[src/rtl/alu_pkg.sv]
// Shared definitions for the ALU operand stage: opcodes, default widths, held entry.
// Latency: n/a (types and constants only).
// Backpressure: n/a.
package alu_pkg;

  localparam int ALU_DATA_W = 32;
  localparam int ALU_OP_W   = 4;
  localparam int ALU_REG_W  = 5;

  // Operation codes as decoded by the downstream ALU
  localparam logic [ALU_OP_W-1:0] ALU_ADD  = 4'b0000;
  localparam logic [ALU_OP_W-1:0] ALU_SUB  = 4'b0001;
  localparam logic [ALU_OP_W-1:0] ALU_AND  = 4'b0010;
  localparam logic [ALU_OP_W-1:0] ALU_OR   = 4'b0011;
  localparam logic [ALU_OP_W-1:0] ALU_XOR  = 4'b0100;
  localparam logic [ALU_OP_W-1:0] ALU_SLL  = 4'b0101;
  localparam logic [ALU_OP_W-1:0] ALU_SRL  = 4'b0110;
  localparam logic [ALU_OP_W-1:0] ALU_SRA  = 4'b0111;
  localparam logic [ALU_OP_W-1:0] ALU_SLTU = 4'b1000;
  localparam logic [ALU_OP_W-1:0] ALU_SLT  = 4'b1001;

  // One held instruction: source indices are kept so writebacks can be
  // snooped while the entry waits on a downstream stall.
  typedef struct packed {
    logic [ALU_REG_W-1:0]  rs1;
    logic [ALU_REG_W-1:0]  rs2;
    logic                  alu_src;
    logic [ALU_OP_W-1:0]   op;
    logic [ALU_REG_W-1:0]  rd;
    logic                  we;
    logic [ALU_DATA_W-1:0] src_a;
    logic [ALU_DATA_W-1:0] src_b;
    logic [ALU_DATA_W-1:0] store_data;
  } entry_t;

endpackage

[src/rtl/fwd_mux.sv]
// Priority forward select: EX/MEM over MEM/WB over register-file value; x0 never forwarded.
// Latency: combinational.
// Backpressure: none.
module fwd_mux #(
  parameter int DATA_WIDTH = 32,
  parameter int REG_ADDR_W = 5
) (
  input  logic [REG_ADDR_W-1:0] i_addr,
  input  logic [DATA_WIDTH-1:0] i_rf_val,
  input  logic [REG_ADDR_W-1:0] i_exmem_rd,
  input  logic                  i_exmem_we,
  input  logic [DATA_WIDTH-1:0] i_exmem_result,
  input  logic [REG_ADDR_W-1:0] i_memwb_rd,
  input  logic                  i_memwb_we,
  input  logic [DATA_WIDTH-1:0] i_memwb_result,
  output logic [DATA_WIDTH-1:0] o_val
);

  logic w_nonzero;
  assign w_nonzero = (i_addr != '0);

  // Younger result (EX/MEM) wins when both stages target the same register
  always_comb begin
    o_val = i_rf_val;
    if (w_nonzero && i_exmem_we && (i_exmem_rd == i_addr)) begin
      o_val = i_exmem_result;
    end else if (w_nonzero && i_memwb_we && (i_memwb_rd == i_addr)) begin
      o_val = i_memwb_result;
    end
  end

endmodule

[src/rtl/alu_operand_stage.sv]
// ID/EX register feeding the ALU: forwards operands on capture and keeps snooping writebacks while held.
// Latency: 1 cycle from in_valid&&in_ready to out_valid.
// Backpressure: single entry, in_ready = !out_valid || out_ready (no skid buffer).
module alu_operand_stage
  import alu_pkg::*;
#(
  parameter int DATA_WIDTH    = ALU_DATA_W,
  parameter int OPCODE_LENGTH = ALU_OP_W,
  parameter int REG_ADDR_W    = ALU_REG_W
) (
  input  logic                     clk,
  input  logic                     rst_n,
  input  logic                     flush,
  input  logic                     in_valid,
  output logic                     in_ready,
  input  logic [REG_ADDR_W-1:0]    rs1_addr,
  input  logic [REG_ADDR_W-1:0]    rs2_addr,
  input  logic [DATA_WIDTH-1:0]    rs1_data,
  input  logic [DATA_WIDTH-1:0]    rs2_data,
  input  logic [DATA_WIDTH-1:0]    imm,
  input  logic                     alu_src,
  input  logic [OPCODE_LENGTH-1:0] alu_op,
  input  logic [REG_ADDR_W-1:0]    rd_addr_in,
  input  logic                     reg_write_in,
  input  logic [REG_ADDR_W-1:0]    exmem_rd,
  input  logic                     exmem_we,
  input  logic [DATA_WIDTH-1:0]    exmem_result,
  input  logic [REG_ADDR_W-1:0]    memwb_rd,
  input  logic                     memwb_we,
  input  logic [DATA_WIDTH-1:0]    memwb_result,
  output logic                     out_valid,
  input  logic                     out_ready,
  output logic [DATA_WIDTH-1:0]    src_a,
  output logic [DATA_WIDTH-1:0]    src_b,
  output logic [OPCODE_LENGTH-1:0] operation,
  output logic [DATA_WIDTH-1:0]    store_data,
  output logic [REG_ADDR_W-1:0]    rd_addr_out,
  output logic                     reg_write_out
);

  entry_t r_ent;
  logic   r_vld;

  logic                  w_take;
  logic                  w_hold;
  logic [DATA_WIDTH-1:0] w_cap_a;
  logic [DATA_WIDTH-1:0] w_cap_b;
  logic [DATA_WIDTH-1:0] w_snp_a;
  logic [DATA_WIDTH-1:0] w_snp_b;

  assign in_ready = !r_vld || out_ready;
  assign w_take   = in_valid && in_ready;
  assign w_hold   = r_vld && !out_ready;

  // Capture path: forward against the register-file read values
  fwd_mux #(.DATA_WIDTH(DATA_WIDTH), .REG_ADDR_W(REG_ADDR_W)) u_cap_rs1 (
    .i_addr(rs1_addr), .i_rf_val(rs1_data),
    .i_exmem_rd(exmem_rd), .i_exmem_we(exmem_we), .i_exmem_result(exmem_result),
    .i_memwb_rd(memwb_rd), .i_memwb_we(memwb_we), .i_memwb_result(memwb_result),
    .o_val(w_cap_a)
  );

  fwd_mux #(.DATA_WIDTH(DATA_WIDTH), .REG_ADDR_W(REG_ADDR_W)) u_cap_rs2 (
    .i_addr(rs2_addr), .i_rf_val(rs2_data),
    .i_exmem_rd(exmem_rd), .i_exmem_we(exmem_we), .i_exmem_result(exmem_result),
    .i_memwb_rd(memwb_rd), .i_memwb_we(memwb_we), .i_memwb_result(memwb_result),
    .o_val(w_cap_b)
  );

  // Snoop path: the held value stands in for the register file, so a
  // register with no matching writeback simply keeps its current value.
  // store_data always carries rs2, even when src_b holds the immediate.
  fwd_mux #(.DATA_WIDTH(DATA_WIDTH), .REG_ADDR_W(REG_ADDR_W)) u_snp_rs1 (
    .i_addr(r_ent.rs1), .i_rf_val(r_ent.src_a),
    .i_exmem_rd(exmem_rd), .i_exmem_we(exmem_we), .i_exmem_result(exmem_result),
    .i_memwb_rd(memwb_rd), .i_memwb_we(memwb_we), .i_memwb_result(memwb_result),
    .o_val(w_snp_a)
  );

  fwd_mux #(.DATA_WIDTH(DATA_WIDTH), .REG_ADDR_W(REG_ADDR_W)) u_snp_rs2 (
    .i_addr(r_ent.rs2), .i_rf_val(r_ent.store_data),
    .i_exmem_rd(exmem_rd), .i_exmem_we(exmem_we), .i_exmem_result(exmem_result),
    .i_memwb_rd(memwb_rd), .i_memwb_we(memwb_we), .i_memwb_result(memwb_result),
    .o_val(w_snp_b)
  );

  // Entry register: reset > flush > capture > hold-snoop > drain
  always_ff @(posedge clk) begin
    if (!rst_n) begin
      r_vld <= 1'b0;
      r_ent <= '0;
    end else if (flush) begin
      r_vld    <= 1'b0;
      r_ent.op <= ALU_ADD;
      r_ent.we <= 1'b0;
    end else if (w_take) begin
      r_vld            <= 1'b1;
      r_ent.rs1        <= rs1_addr;
      r_ent.rs2        <= rs2_addr;
      r_ent.alu_src    <= alu_src;
      r_ent.op         <= alu_op;
      r_ent.rd         <= rd_addr_in;
      r_ent.we         <= reg_write_in;
      r_ent.src_a      <= w_cap_a;
      r_ent.src_b      <= alu_src ? imm : w_cap_b;
      r_ent.store_data <= w_cap_b;
    end else if (w_hold) begin
      r_ent.src_a      <= w_snp_a;
      r_ent.store_data <= w_snp_b;
      if (!r_ent.alu_src) begin
        r_ent.src_b <= w_snp_b;
      end
    end else begin
      // Either empty or the held entry was consumed with nothing behind it
      r_vld <= 1'b0;
    end
  end

  assign out_valid     = r_vld;
  assign src_a         = r_ent.src_a;
  assign src_b         = r_ent.src_b;
  assign operation     = r_ent.op;
  assign store_data    = r_ent.store_data;
  assign rd_addr_out   = r_ent.rd;
  assign reg_write_out = r_ent.we;

endmodule

[config.mk]
export PLATFORM = sky130hd
export DESIGN_NAME = alu_operand_stage
export DESIGN_NICKNAME = d
export VERILOG_FILES = /design/src/rtl/alu_pkg.sv /design/src/rtl/fwd_mux.sv /design/src/rtl/alu_operand_stage.sv
export SDC_FILE = /design/constraint.sdc
export NUM_CORES = 1
export LEC_CHECK = 0
export CAP_MARGIN = 20
export CORE_AREA = 2 2 112 222
export CTS_BUF_LIST = sky130_fd_sc_hd__clkbuf_4
export DETAILED_ROUTE_END_ITERATION = 8
export DIE_AREA = 0 0 114 224
export PLACE_DENSITY = 0.74
export SETUP_SLACK_MARGIN = 0.5
export SYNTH_ARGS = -nofsm -noshare
export SYNTH_HDL_FRONTEND = slang
export SYNTH_SLANG_ARGS = --single-unit
[constraint.sdc]
create_clock -name clk -period 2.25 [get_ports clk]
set_clock_uncertainty 0.2 [all_clocks]
set_input_delay 0.3375 -clock clk [delete_from_list [all_inputs] [get_ports clk]]
set_output_delay 0.3375 -clock clk [all_outputs]
set_load 0.05 [all_outputs]
---- After elaboration in Yosys (flattened, before gate mapping) ----
Index checks and enable logic that the tools add are counted.
cells by class
  mux-type cells .......................... 14
  bitwise operators ....................... 2
  equality and inequality tests ........... 10
  reduce and logical (&&, ||, !) cells .... 32
operator list
  kind                  number
  $mux W32              10
  $mux W96              2
  $eq A5 B5 Y1          8
  $reduce_bool A5 Y1    4
  $logic_and A1 B1 Y1   18
  $reduce_and A3 Y1     2
  $reduce_and A2 Y1     2
  $reduce_bool A3 Y1    1
  $logic_not A1 Y1      2
  $mux W1               2
  $ne A2 B1 Y1 const B  1
  $ne A2 B2 Y1 const B  1
  $not A1 Y1            2
  $reduce_bool A2 Y1    1
  $reduce_or A2 Y1      1
  $logic_or A1 B1 Y1    1
storage, ports and cells
  bits in registers ....................... 118
  logic and storage cells ................. 68
  input port bits ......................... 198
  output and inout bits ................... 108

---- Longest topological paths before layout ----
  word-level depth ........................ 8
  gate-level depth with buffers ........... 9
  gate-level depth less buffers ........... 6

---- Modules after synthesis ----
Synthesis repeated with hierarchy kept, for this count alone.
unflattened totals
  cells, all modules ...................... 1386
  area, all modules ....................... 9776.9 µm²
modules (own cells, without submodules)
  module             instances  cells each  sequential area each (µm²)  area an instance (µm²)
  alu_operand_stage  1          710         2362.3                      5983.2
  fwd_mux            4          169         0.0                         948.4

---- Least setup slack after synthesis ----
Ideal clock, no wire load.
  kind .................................... reg2reg
  from .................................... reg r_vld (netlist: out_valid)
  to ...................................... reg, netlist name store_data[10]
  required time ........................... 1.907 ns
  clock period less this slack ............ 2.521 ns
  library setup time ...................... 0.143 ns
  path slack .............................. -0.271 ns
  arrival ................................. 2.177 ns
  stages on the path, launching flop included .. 10
  buffers on the path ..................... 3
  path through ............................ dfxtp_1 nor2b_1 inv_1 clkbuf_1 a21o_1 clkbuf_1 clkbuf_1 or4_1 o21ai_0 a221oi_2
on the way
  longest elaborated chain between the ends .. 5
  elaborated cells on any way between the ends .. 7
  those cells by class .................... mux: 1; reduce/logical: 6
ends and longest elaborated chain
  what                                 line                     RTL
  start: declaration                   alu_operand_stage.sv:42  logic r_vld;
  start signal: assignment             alu_operand_stage.sv:90  r_vld <= 1'b0;
  start signal: assignment             alu_operand_stage.sv:93  r_vld <= 1'b0;
  start signal: assignment             alu_operand_stage.sv:97  r_vld <= 1'b1;
  $logic_not A1 Y1                     alu_operand_stage.sv:51  assign in_ready = !r_vld || out_ready;
  $logic_or A1 B1 Y1                   alu_operand_stage.sv:51
  $logic_and A1 B1 Y1                  alu_operand_stage.sv:52  assign w_take = in_valid && in_ready;
  $reduce_bool A2 Y1 (no source line)  -
  $reduce_and A2 Y1 (no source line)   -
Parallel ways exist; a longest one is shown, timed or not.
A chain may end at the register's enable or synchronous reset.

---- Worst setup path after layout ----
  from .................................... reg r_ent[108] (netlist bit)
  to ...................................... reg, netlist name store_data[31]
on the way
  longest elaborated chain between the ends .. 7
  elaborated cells on any way between the ends .. 11
  those cells by class .................... eq/ne: 2; mux: 4; reduce/logical: 5
ends and longest elaborated chain
  what                              line                      RTL
  start: declaration                alu_operand_stage.sv:41   entry_t r_ent;
  $reduce_bool A5 Y1                fwd_mux.sv:20             assign w_nonzero = (i_addr != '0);
  $logic_and A1 B1 Y1 (2 in a row)  fwd_mux.sv:27             end else if (w_nonzero && i_memwb_we && (i_memwb_rd == i_addr)) begin
  $mux W32                          fwd_mux.sv:27
  $mux W32 *                        fwd_mux.sv:25             if (w_nonzero && i_exmem_we && (i_exmem_rd == i_addr)) begin
  $mux W96 *                        alu_operand_stage.sv:107  end else if (w_hold) begin
  $mux W96 *                        alu_operand_stage.sv:96   end else if (w_take) begin
Every way passes the cells marked *; elsewhere a longest branch is shown, timed or not. The select of a mux whose other input is x is not followed.

==> impl_metrics.csv <==
group,metric,value,unit
pwr,peakVddDrop,0.000335,V
final_layout,post-route-util,0.736,
setup_path,critPathArrivalTime,2.87,ns
drt,vias,14370,
setup_path,crit_chain,"buf_6 -> xor2_2 -> or4_4 -> o21ai_4 -> buf_8 -> o21ai_4 -> buf_12 -> a221oi_2",
placed_design,place_congestion,0.967,
logic_synthesis,synthMuxAreaShare,0,
outcome,violations,"setup timing",
logic_synthesis,ys_types,53,
grt,grt_overflow_total,0,
floorplanning,io_pins,306,
pwr,switching_share,0.392,
drt,drc,0,
setup_path,start_kind,"flip-flop",
setup_path,cp-end-kind,"flip-flop",
logic_synthesis,ys.flop_type,"dfxtp_1",
clock_tree,cts_tree,"built",
final_layout,syn2layout_area_growth,65.7,%
min_path,min_path_type,"in -> reg",
pwr,powerDensity,435,nW/um^2
setup_path,crit_required,2.60,ns
pwr,p_sw,2.99,mW
drt,firstDrtPassIters,7,
logic_synthesis,synthCells,1391,
logic_synthesis,synth-edff-count,0,
grt,antenna_found_initial,2,
clock_tree,clkSinkCount,118,
logic_synthesis,ys_ff_latch,118,
final_layout,drive_gt1_frac,0.384,
grt,grt_pass1_vias,13955,
grt,grt_pass1_wl,79800,um
final_layout,nNetsFinal,1887,
setup_path,path_max_fanout,21,
pwr,p_int,4.64,mW
placed_design,hpwl,34700,um
clock_tree,cts_root_buf,"clkbuf_4",
placed_design,placed_cells,1881,
drt,routedWlPerCell,28.8,um
sta,relSlewSlack,0.639,
logic_synthesis,synth.net_count,1589,
sta,grt_setup_unrepaired,"true",
sta,final-hold-violation-count,0,
sta,worst_slack,-0.276,ns
clock_tree,numCtsBuffers,17,
sta,setup_viol,92,
outcome,status,"finished, violations left",
grt,track_usage,0.407,
sta,fin_crit_sh,1.12,
logic_synthesis,synth_xor_area_frac,0.0331,
sta,fmax,396,MHz
sta,worst_pin_slew,0.533,ns
run,max_cap_viol_count,0,
clock_tree,ctsHoldBuffers,0,
clock_tree,cts_buffer_depth,2,
floorplanning,die_h,224,um
drt,drt-initial-drc-count,2137,
logic_synthesis,synth_compound_gate_area_share,0.378,
logic_synthesis,yosysWarningCount,0,
clock_tree,clk_pin_slew,0.13,ns
placed_design,io_buffers,305,
floorplanning,rows,80,
logic_synthesis,yosysSeqAreaShare,0.223,
logic_synthesis,synth_area,10600,sq um
drt,avgViaCountPerCell,7.22,
clock_tree,h-tree-depth,4,
floorplanning,start_util,0.444,
sta,period_minus_slack,2.53,ns
pwr,combPwrFrac,0.443,
sta,slew_violations,0,
logic_synthesis,synthAdderAreaFrac,0,
sta,setup_tns,-16.87,ns
floorplanning,die_w,114,um
setup_path,critical_path_class,"reg -> reg",
setup_path,critical_path.most_common_cell,"o21ai_4",
floorplanning,die_area,25500,sq um
clock_tree,clkLatencyLatePin,0.63,ns
pwr,power_frac_seq,0.307,
pwr,clkPwrFrac,0.251,
setup_path,cp_slowest_cell,"or4_4",
logic_synthesis,async_flop_share,0,
sta,hold_slack,0.0482,ns
pwr,power.leakage,6.46,nW
logic_synthesis,synth_top_family_by_area,"compound AO/OA/AOI/OAI gates",
setup_path,critPathMaxStageDelay,0.63,ns
logic_synthesis,syn_area_per_cell,7.61,sq um
logic_synthesis,synthSimpleGateAreaFrac,0.195,
grt,grt_max_degree,65,
floorplanning,core_area,23800,sq um
drt,drt-total-wl,57300,um
drt,drtAntennaViolNets,0,
final_layout,layoutNonFillerInstCount,1989,
==> state kept, by name, indices dropped and copies added, names as in the netlist <==
| register | cells |
|---|---|
| src_a | 32 |
| out_valid | 1 |
| store_data | 32 |
| reg_write_out | 1 |
| rd_addr_out | 5 |
| operation | 4 |
| r_ent | 11 |
| src_b | 32 |
==> worst max-delay path: cells and delay by family, from the launching register on <==
family | cells | cell delay [ns]
AOI/OAI and AO/OA | 3 | 0.56
and+or+nand+nor | 1 | 0.63
DFF | 1 | 0.36
xor gates and xnor gates | 1 | 0.19
buffers and inverters | 3 | 0.46
==> cells in the mapped netlist, types with 3 or more instances <==
cell type / n / area (sq um)
nor3_1: 32 / 160
nor4_1: 3 / 18.8
buf_1: 7 / 26.3
nor4_2: 3 / 37.5
o31ai_1: 32 / 240
a221oi_1: 92 / 806
a21boi_0: 63 / 473
buf_4: 107 / 803
o21ai_0: 87 / 435
buf_6: 7 / 78.8
and2_1: 15 / 93.8
o41ai_1: 19 / 166
or4_1: 33 / 248
a21oi_1: 41 / 205
o21ai_1: 9 / 45.0
a221oi_2: 17 / 255
nand3b_1: 58 / 435
a21o_1: 34 / 255
nand3_1: 70 / 350
nand2_1: 44 / 165
nor2_1: 7 / 26.3
xnor2_1: 13 / 114
xor2_1: 27 / 236
o311ai_1: 55 / 482
o311ai_0: 10 / 87.6
dfxtp_1: 118 / 2360
buf_2: 20 / 100
a31oi_1: 64 / 400
clkbuf_1: 120 / 450
and3_1: 65 / 407
inv_1: 89 / 334
==> layout by cell type, fill, tap and decap left out, types with 11 or more instances in the layout <==
cell type	instances
a21boi_1	14
a221oi_1	11
a31oi_1	64
nor3_1	32
dfxtp_1	57
dfxtp_2	54
inv_1	88
a21oi_1	14
or4_1	32
o311ai_1	60
buf_4	145
nand3b_1	58
a21boi_0	50
buf_16	11
xor2_1	25
clkbuf_4	17
nand3_1	70
o21ai_1	22
a21oi_2	24
buf_6	114
a221oi_2	89
and2_1	13
o31ai_1	15
nand2_4	16
o21ai_0	74
and3_1	61
clkdlybuf4s50_1	195
a21o_1	32
nand2_1	26
o31ai_4	12
buf_12	58
==> area by class of cell <==
type	instances	area [sq um]
antenna	1	2.50
clock buffer	17	128
clock inverter	14	189
fill	1642	6280
inverter	90	342
multi-input combinational	920	7950
sequential	118	2460
tap	287	359
timing repair buffer	542	6120
==> power groups by stage <==
stage	clock network, mW	registers (mW)	logic, mW
after floorplan	0	2.32	1.58
after global placement	0	2.35	2.71
final	1.91	2.34	3.38
after detailed placement	0	2.35	2.73
after CTS	1.88	2.32	2.99
after global routing	1.98	2.35	3.45
==> final timing paths <==
check	startpoint	to	slack, ns	cells after the start
worst max-delay path	r_ent[108]$_SDFFE_PN0P_	store_data[31]$_SDFFE_PN0P_	-0.28	8
worst min-delay path	alu_op[3]	operation[3]$_SDFFE_PP0P_	0.05	3
worst max register to register	r_ent[108]$_SDFFE_PN0P_	store_data[31]$_SDFFE_PN0P_	-0.28	8
worst min register to register	reg_write_out$_SDFFE_PP0P_	reg_write_out$_SDFFE_PP0P_	0.26	2
==> per-stage QoR <==
| stage | total power [mW] | setup WS (ns) | area, sq um |
|---|---|---|---|
| floorplan | 3.90 | 0.0314 | 11200 |
| global placement | 5.06 | -0.631 | 14900 |
| detailed placement | 5.08 | -0.619 | 14900 |
| CTS | 7.18 | -0.165 | 16400 |
| global route | 7.78 | -0.318 | 17500 |
| finish | 7.63 | -0.276 | 17500 |
==> timing repair <==
item,4_1_cts,5_1_grt
setup endpoints to repair,223,186
pin swaps,68,40
setup buffers,31,25
gates resized for setup,800,190
cloned,12,8
==> metal layers <==
layer	GRT usage	vias to the layer above	part of all wire
li1	-	5835	-
met1	0.440	6678	0.31
met2	0.676	1358	0.47
met3	0.0763	499	0.11
met4	0.337	0	0.11
met5	0	-	0
==> logic make-up after synthesis <==
kind of cell	Yosys count
and+or+nand+nor	342
AOI/OAI and AO/OA	538
buffers and inverters	353
DFF	118
xor gates and xnor gates	40
(Power assumes the default switching activity.)
